[src/rtl/svc_rv_pkg.sv]
// svc_rv_pkg: shared types for the RISC-V BRAM SoC blocks.
package svc_rv_pkg;
  typedef enum logic [1:0] {
    OWN_NONE,
    OWN_CPU,
    OWN_DBG
  } rd_owner_t;
endpackage

[src/rtl/svc_rv_dmem_arb_starve.sv]
// svc_rv_dmem_arb_starve: counts consecutive denied debug cycles and flags when debug must win.
module svc_rv_dmem_arb_starve #(
  parameter int STARVE_MAX = 4
) (
  input  logic clk,
  input  logic rst,
  input  logic dbg_valid,
  input  logic dbg_grant,
  output logic starve_hit
);
  localparam int CW = $clog2(STARVE_MAX + 1);
  logic [CW-1:0] starve_cnt;
  always_ff @(posedge clk) begin
    if (rst || !dbg_valid || dbg_grant) starve_cnt <= '0;
    else starve_cnt <= starve_cnt + 1'b1;
  end
  assign starve_hit = starve_cnt == CW'(STARVE_MAX);
endmodule

[src/rtl/svc_rv_dmem_arb.sv]
// svc_rv_dmem_arb: shares the data BRAM between core and debug bridge; SVC_RV_DMEM_ARB_STARVE_EN adds the debug starvation guard.
module svc_rv_dmem_arb
  import svc_rv_pkg::*;
#(
  parameter int AW = 32,
  parameter int DW = 32,
  parameter int STARVE_MAX = 4
) (
  input  logic            clk,
  input  logic            rst,
  input  logic            cpu_ren,
  input  logic [AW-1:0]   cpu_raddr,
  output logic [DW-1:0]   cpu_rdata,
  input  logic            cpu_wen,
  input  logic [AW-1:0]   cpu_waddr,
  input  logic [DW-1:0]   cpu_wdata,
  input  logic [DW/8-1:0] cpu_wstrb,
  output logic            cpu_stall,
  input  logic            dbg_valid,
  input  logic            dbg_write,
  input  logic [AW-1:0]   dbg_addr,
  input  logic [DW-1:0]   dbg_wdata,
  input  logic [DW/8-1:0] dbg_wstrb,
  output logic            dbg_ready,
  output logic            dbg_rvalid,
  output logic [DW-1:0]   dbg_rdata,
  input  logic            dbg_halt,
  output logic            mem_ren,
  output logic [AW-1:0]   mem_raddr,
  input  logic [DW-1:0]   mem_rdata,
  output logic            mem_wen,
  output logic [AW-1:0]   mem_waddr,
  output logic [DW-1:0]   mem_wdata,
  output logic [DW/8-1:0] mem_wstrb
);
  logic cpu_req, cpu_grant, dbg_grant, starve_hit;
  rd_owner_t owner;
  logic [DW-1:0] cpu_rdata_q;
  assign cpu_req = cpu_ren | cpu_wen;
  assign dbg_grant = dbg_valid & ~rst & (dbg_halt | ~cpu_req | starve_hit);
  assign cpu_grant = cpu_req & ~dbg_grant & ~rst;
`ifdef SVC_RV_DMEM_ARB_STARVE_EN
  svc_rv_dmem_arb_starve #(.STARVE_MAX(STARVE_MAX)) u_starve (
    .clk(clk),
    .rst(rst),
    .dbg_valid(dbg_valid),
    .dbg_grant(dbg_grant),
    .starve_hit(starve_hit)
  );
`else
  assign starve_hit = 1'b0 & (STARVE_MAX > 0);
`endif
  always_comb begin
    mem_ren   = dbg_grant ? ~dbg_write : cpu_grant & cpu_ren;
    mem_raddr = dbg_grant ? dbg_addr : cpu_raddr;
    mem_wen   = dbg_grant ? dbg_write : cpu_grant & cpu_wen;
    mem_waddr = dbg_grant ? dbg_addr : cpu_waddr;
    mem_wdata = dbg_grant ? dbg_wdata : cpu_wdata;
    mem_wstrb = dbg_grant ? dbg_wstrb : cpu_wstrb;
  end
  assign cpu_stall = cpu_req & dbg_grant;
  assign dbg_ready = dbg_grant;
  always_ff @(posedge clk) begin
    if (rst) begin
      owner       <= OWN_NONE;
      cpu_rdata_q <= '0;
    end else begin
      owner <= !mem_ren ? OWN_NONE : dbg_grant ? OWN_DBG : OWN_CPU;
      if (owner == OWN_CPU) cpu_rdata_q <= mem_rdata;
    end
  end
  // Cycles whose read belonged to debug keep showing the core its last word.
  assign cpu_rdata  = owner == OWN_CPU ? mem_rdata : cpu_rdata_q;
  assign dbg_rdata  = mem_rdata;
  assign dbg_rvalid = owner == OWN_DBG && !rst;
endmodule

[config.mk]
export PLATFORM = sky130hd
export DESIGN_NAME = svc_rv_dmem_arb
export DESIGN_NICKNAME = d
export VERILOG_FILES = /design/src/rtl/svc_rv_pkg.sv /design/src/rtl/svc_rv_dmem_arb_starve.sv /design/src/rtl/svc_rv_dmem_arb.sv
export SDC_FILE = /design/constraint.sdc
export NUM_CORES = 1
export LEC_CHECK = 0
export ABC_AREA = 1
export CORE_AREA = 2 2 148 150
export DETAILED_ROUTE_END_ITERATION = 8
export DIE_AREA = 0 0 150 152
export GPL_ROUTABILITY_DRIVEN = 0
export PLACE_DENSITY = 0.58
export SLEW_MARGIN = 20
export SYNTH_ARGS = -nofsm -noshare
export SYNTH_HDL_FRONTEND = slang
export SYNTH_HIERARCHICAL = 1
export SYNTH_SLANG_ARGS = --single-unit
[constraint.sdc]
create_clock -name clk -period 1.4 [get_ports clk]
set_input_delay 0.28 -clock clk [delete_from_list [all_inputs] [get_ports clk]]
set_output_delay 0.28 -clock clk [all_outputs]
set_load 0.1 [all_outputs]
Word-level counts from Yosys, hierarchy flattened

Index checks and enable logic that the tools add are counted.

Bits in registers: 34
Input bits: 207
Word-level logic and storage cells: 29

Equal/unequal tests: 2
Multiplexer cells: 8
Bitwise operators: 14
Reduce and logical (&&, ||, !) cells: 3

Operator list:

| operator                                                        | number |
|---|---|
| 32-bit 2-to-1 mux                                               | 4 |
| 1-bit bitwise AND                                               | 7 |
| 1-bit inverter                                                  | 5 |
| 4-bit 2-to-1 mux                                                | 1 |
| 2-bit by 1-bit == test with 1-bit output, second input constant | 1 |
| 2-bit == test, second input constant                            | 1 |
| 1-bit 2-to-1 mux                                                | 2 |
| 2-bit 2-to-1 mux                                                | 1 |
| 1-bit OR                                                        | 2 |
| 2-bit OR reduction                                              | 1 |
| 1-bit logical AND                                               | 1 |
| 1-bit logical NOT                                               | 1 |

Logic depth before layout (Yosys ltp)

Gate-level depths: netlist of run 1.

Word-level depth: 11
Depth in mapped cells: 7
Mapped depth without buffers: 5

Least setup slack after synthesis of run 1

OpenSTA, ideal clock, no wires.

Kind: input -> output
From: in rst
To: out dbg_rvalid
Data arrival time: 2.518 ns
Data required time: 1.120 ns
Setup slack: -1.398 ns
Stages: 2
Buffers on the path: 1
Path through: buf_2 > nor3_1

Word-level cells in the longest chain between the ends: 2

RTL lines:

| element           | RTL line              | text |
|---|---|---|
| start, declared   | svc_rv_dmem_arb.sv:10 | `input logic rst,` |
| 1-bit logical NOT | svc_rv_dmem_arb.sv:75 | `assign dbg_rvalid = owner == OWN_DBG && !rst;` |
| 1-bit logical AND | svc_rv_dmem_arb.sv:75 |  |
| end, declared     | svc_rv_dmem_arb.sv:25 | `output logic dbg_rvalid,` |

No other way between the ends.

Worst setup path in the final report of run 1

From: in cpu_wen
To: out mem_wdata[23]

Word-level cells in the longest chain between the ends: 5

RTL lines:

| element           | RTL line              | text |
|---|---|---|
| start, declared   | svc_rv_dmem_arb.sv:14 | `input logic cpu_wen,` |
| 1-bit OR          | svc_rv_dmem_arb.sv:39 | `assign cpu_req = cpu_ren \| cpu_wen;` |
| 1-bit inverter    | svc_rv_dmem_arb.sv:40 | `assign dbg_grant = dbg_valid & ~rst & (dbg_halt \| ~cpu_req \| starve_hit);` |
| 1-bit OR          | svc_rv_dmem_arb.sv:40 |  |
| 1-bit bitwise AND | svc_rv_dmem_arb.sv:40 |  |
| 32-bit 2-to-1 mux | svc_rv_dmem_arb.sv:58 | `mem_wdata = dbg_grant ? dbg_wdata : cpu_wdata;` |
| end, declared     | svc_rv_dmem_arb.sv:33 | `output logic [DW-1:0] mem_wdata,` |

No other way between the ends.

==> summary.md, run 1 <==
| Metric | Value |
|---|---|
| Status | `finished with violations` |
| Failing checks | `setup timing` |
| Chip Width | `150 um` |
| Sequential fraction of the synthesis area | `23.20%` |
| # DRC | `0` |
| F_max | `564.3 MHz` |
| Class of the worst hold path | `in -> reg` |
| Die ar. | `22800 um2` |
| Critical path cell sequence | `buf_8, o21ai_4, buf_6, nand2_8, buf_12, buf_12, buf_16, nand2_8, nand2_8, buf_12` |
| Gr ovfl total | `0` |
| H-tree levels | `2` |
| Max-slew violation count | `0` |
| Root Driver | `clkbuf_16` |
| Synth cell types | `15` |
| Pleak | `6.118 nW` |
| ANT cells | `0` |
| Clock buffer depth | `2` |
| WS Path Type | `in -> out` |
| Most frequent cells in the layout | `195 x buf_12, 170 x clkdlybuf4s50_1, 111 x nand2_4, 108 x nand2_8, 102 x buf_4` |
| Maxcap violations | `0` |
| CP Capture Type | `output port` |
| Total Nets Final | `1249` |
| Syn_nets | `760` |
| Share of cells above drive strength 1 | `70.09%` |
| Final hold vios | `0` |
| Wire per inst | `17.07 um` |
| Most common cell after layout, fill and taps aside | `buf_12` |
| Final Hold Slack | `0.3678 ns` |
| R2R cell count | `9` |
| Antenna violations before repair | `0` |
| Power per cell area | `733.0 nW/um2` |
| Synthesized flop and latch total | `34` |
| Worst skew pair latency | `0.28 ns` |
| Area growth from synthesis to layout | `385.1%` |
| Largest net degree at the start of global routing | `28` |
| # port buffers | `375` |
| CTS tree | `built` |
| Ports | `376` |
| Pre-CTS WS | `-0.8268 ns` |
| Tmin final | `1.772 ns` |
| GRT Total Usage | `18.60%` |
| TritonCTS buffer count | `5` |
| Non-Filler Instances | `1323` |
| DRT Pass-1 Iters | `4` |
| Layout Skew | `0.005598 ns` |
| # setup viols final | `138` |
| Peak supply drop | `438.6 uV` |
| Unrepaired setup endpoints after global routing | `yes` |
| Crit share post-route | `126.6%` |
| Worst path arrival time | `1.49 ns` |
| CP required | `1.12 ns` |
| Reg-to-reg startpoint | `owner[0]$_SDFF_PP0_` |
| Initial core utilization | `13.74%` |
| Critical path's largest stage delay | `0.16 ns` |
| Crit path capture | `mem_wdata[23]` |
| Vias per cell | `4.123` |
| Cell Rows | `54` |
| Number of global-route vias before repair | `5727` |
| Flop2flop setup slack | `0 ns` |
| Hold Path Depth | `3` |
| Post-Syn Instances | `553` |
| Core Box Area | `21350 um2` |
| Setup tns final | `-38.08 ns` |
| Worst r2r dst | `cpu_rdata_q[29]$_SDFF_PP0_` |
| Inst Count DP | `1256` |
| Clk slew on worst S/H paths | `0.06 ns` |
| Relative slew slack | `78.66%` |
| Final core utilization | `66.66%` |
| Yosys warns | `6` |
| Post-route ant nets | `0` |
| Post-Syn Area per Cell | `5.306 um2` |
| Slew @ Worst Pin | `0.3201 ns` |
| Final WL | `22.59 mm` |
| Slowest CP cell | `buf_16` |
| HPWL after detailed placement | `16.15 mm` |
| First-pass GRT wire length | `32.95 mm` |
| Initial DRC count | `135` |
| Hold buffer count at CTS | `0` |
| CP Launch Type | `input port` |
| PnR worst setup slack | `-0.3721 ns` |
| Vias | `5455` |
| Netlist Area Pre-Place | `2934 um2` |
| Die Y | `152 um` |
| CP max FO | `6` |
| Clk sinks | `34` |
| CP startpoint | `cpu_wen` |
synth_stat cells, drive strengths merged:
master	count	area share (%)
buf	50	12
clkbuf	17	2.2
dfxtp	34	23
inv	74	9.5
nand2	238	31
nand3	70	12
nor2	35	4.7
nor3	1	0.17
o211ai	1	0.26
o21ai	33	5.8
per-layer routing:
metal  track usage (%)  up-vias  part of all wire (%)
li1                  -     2630                     -
met4             3.549        0                   1.3
met2             36.29      233                    57
met5                 0        -                     0
met3             4.595       18                   7.3
met1             19.93     2574                    35
report_power, final:
group          internal, W  total, W  switching, W
Combinational      0.00338   0.00824       0.00487
Clock             0.000704   0.00113      0.000425
Sequential         0.00103   0.00106     0.0000242
Total              0.00512    0.0104       0.00532
what timing repair did:
item,4_1_cts,5_1_grt
endpoints found under the setup margin,141,165
buffers inserted,26,27
cloned,14,4
resized for setup,296,151
pin swaps,27,16
worst max-delay path: cells and delay by family:
kind,cells,cell delay [ns]
buffers and inverters,6,0.85
AO/OA/AOI/OAI,1,0.15
AND/OR/NAND/NOR,3,0.20
final cells by class:
class                   count  area, um2
well taps                 280      350.3
multi-input cells         379       5147
clock inverters             2      12.51
clock buffers               6      138.9
inverters                  74      292.8
flip-flops and latches     34      685.7
fillers                  1472       7118
repair buffers            548       7605
flip-flops by register name (all words and copies together) (netlist names):
register / cells
owner: 2
cpu_rdata_q: 32
cells by family (layout without fill, tap and decap cells):
logic type | count (synthesis) | after routing | share of synthesized area (%)
and+or+nand+nor | 344 | 345 | 47.38
buffers and inverters | 141 | 630 | 23.41
DFF | 34 | 34 | 23.20
AOI/OAI and AO/OA | 34 | 34 | 6.013
worst min path at each step:
stage,startpoint,to,slack [ns]
2_1_floorplan,mem_rdata[5],cpu_rdata_q[5]$_SDFF_PP0_,0.46
3_3_place_gp,cpu_rdata_q[6]$_SDFF_PP0_,cpu_rdata_q[6]$_SDFF_PP0_,0.66
3_5_place_dp,cpu_rdata_q[23]$_SDFF_PP0_,cpu_rdata_q[23]$_SDFF_PP0_,0.67
4_1_cts,rst,cpu_rdata_q[20]$_SDFF_PP0_,0.38
5_1_grt,rst,cpu_rdata_q[17]$_SDFF_PP0_,0.39
6_report,rst,cpu_rdata_q[20]$_SDFF_PP0_,0.37
metrics by stage:
step,power (W),cell area (um2)
after CTS,0.01019,13470
final,0.01043,14230
after detailed placement,0.008322,11480
after floorplan,0.005416,5249
after global routing,0.01077,14230
after global placement,0.008285,11480
Note: power is estimated with default switching activity, not from simulation.
==> run 2: changes to the inputs <==
--- a/config.mk
+++ b/config.mk
@@ -7,6 +7,7 @@
 export LEC_CHECK = 0
 export ABC_AREA = 1
 export CORE_AREA = 2 2 148 150
+export CTS_CLUSTER_SIZE = 20
 export DETAILED_ROUTE_END_ITERATION = 8
 export DIE_AREA = 0 0 150 152
 export GPL_ROUTABILITY_DRIVEN = 0
@@ -14,5 +15,4 @@
 export SLEW_MARGIN = 20
 export SYNTH_ARGS = -nofsm -noshare
 export SYNTH_HDL_FRONTEND = slang
-export SYNTH_HIERARCHICAL = 1
 export SYNTH_SLANG_ARGS = --single-unit
==> results of run 2 <==
The final DEF is identical to that of run 1; final timing and power are the same.
Among the figures that moved: Yosys warning count 6 -> 0
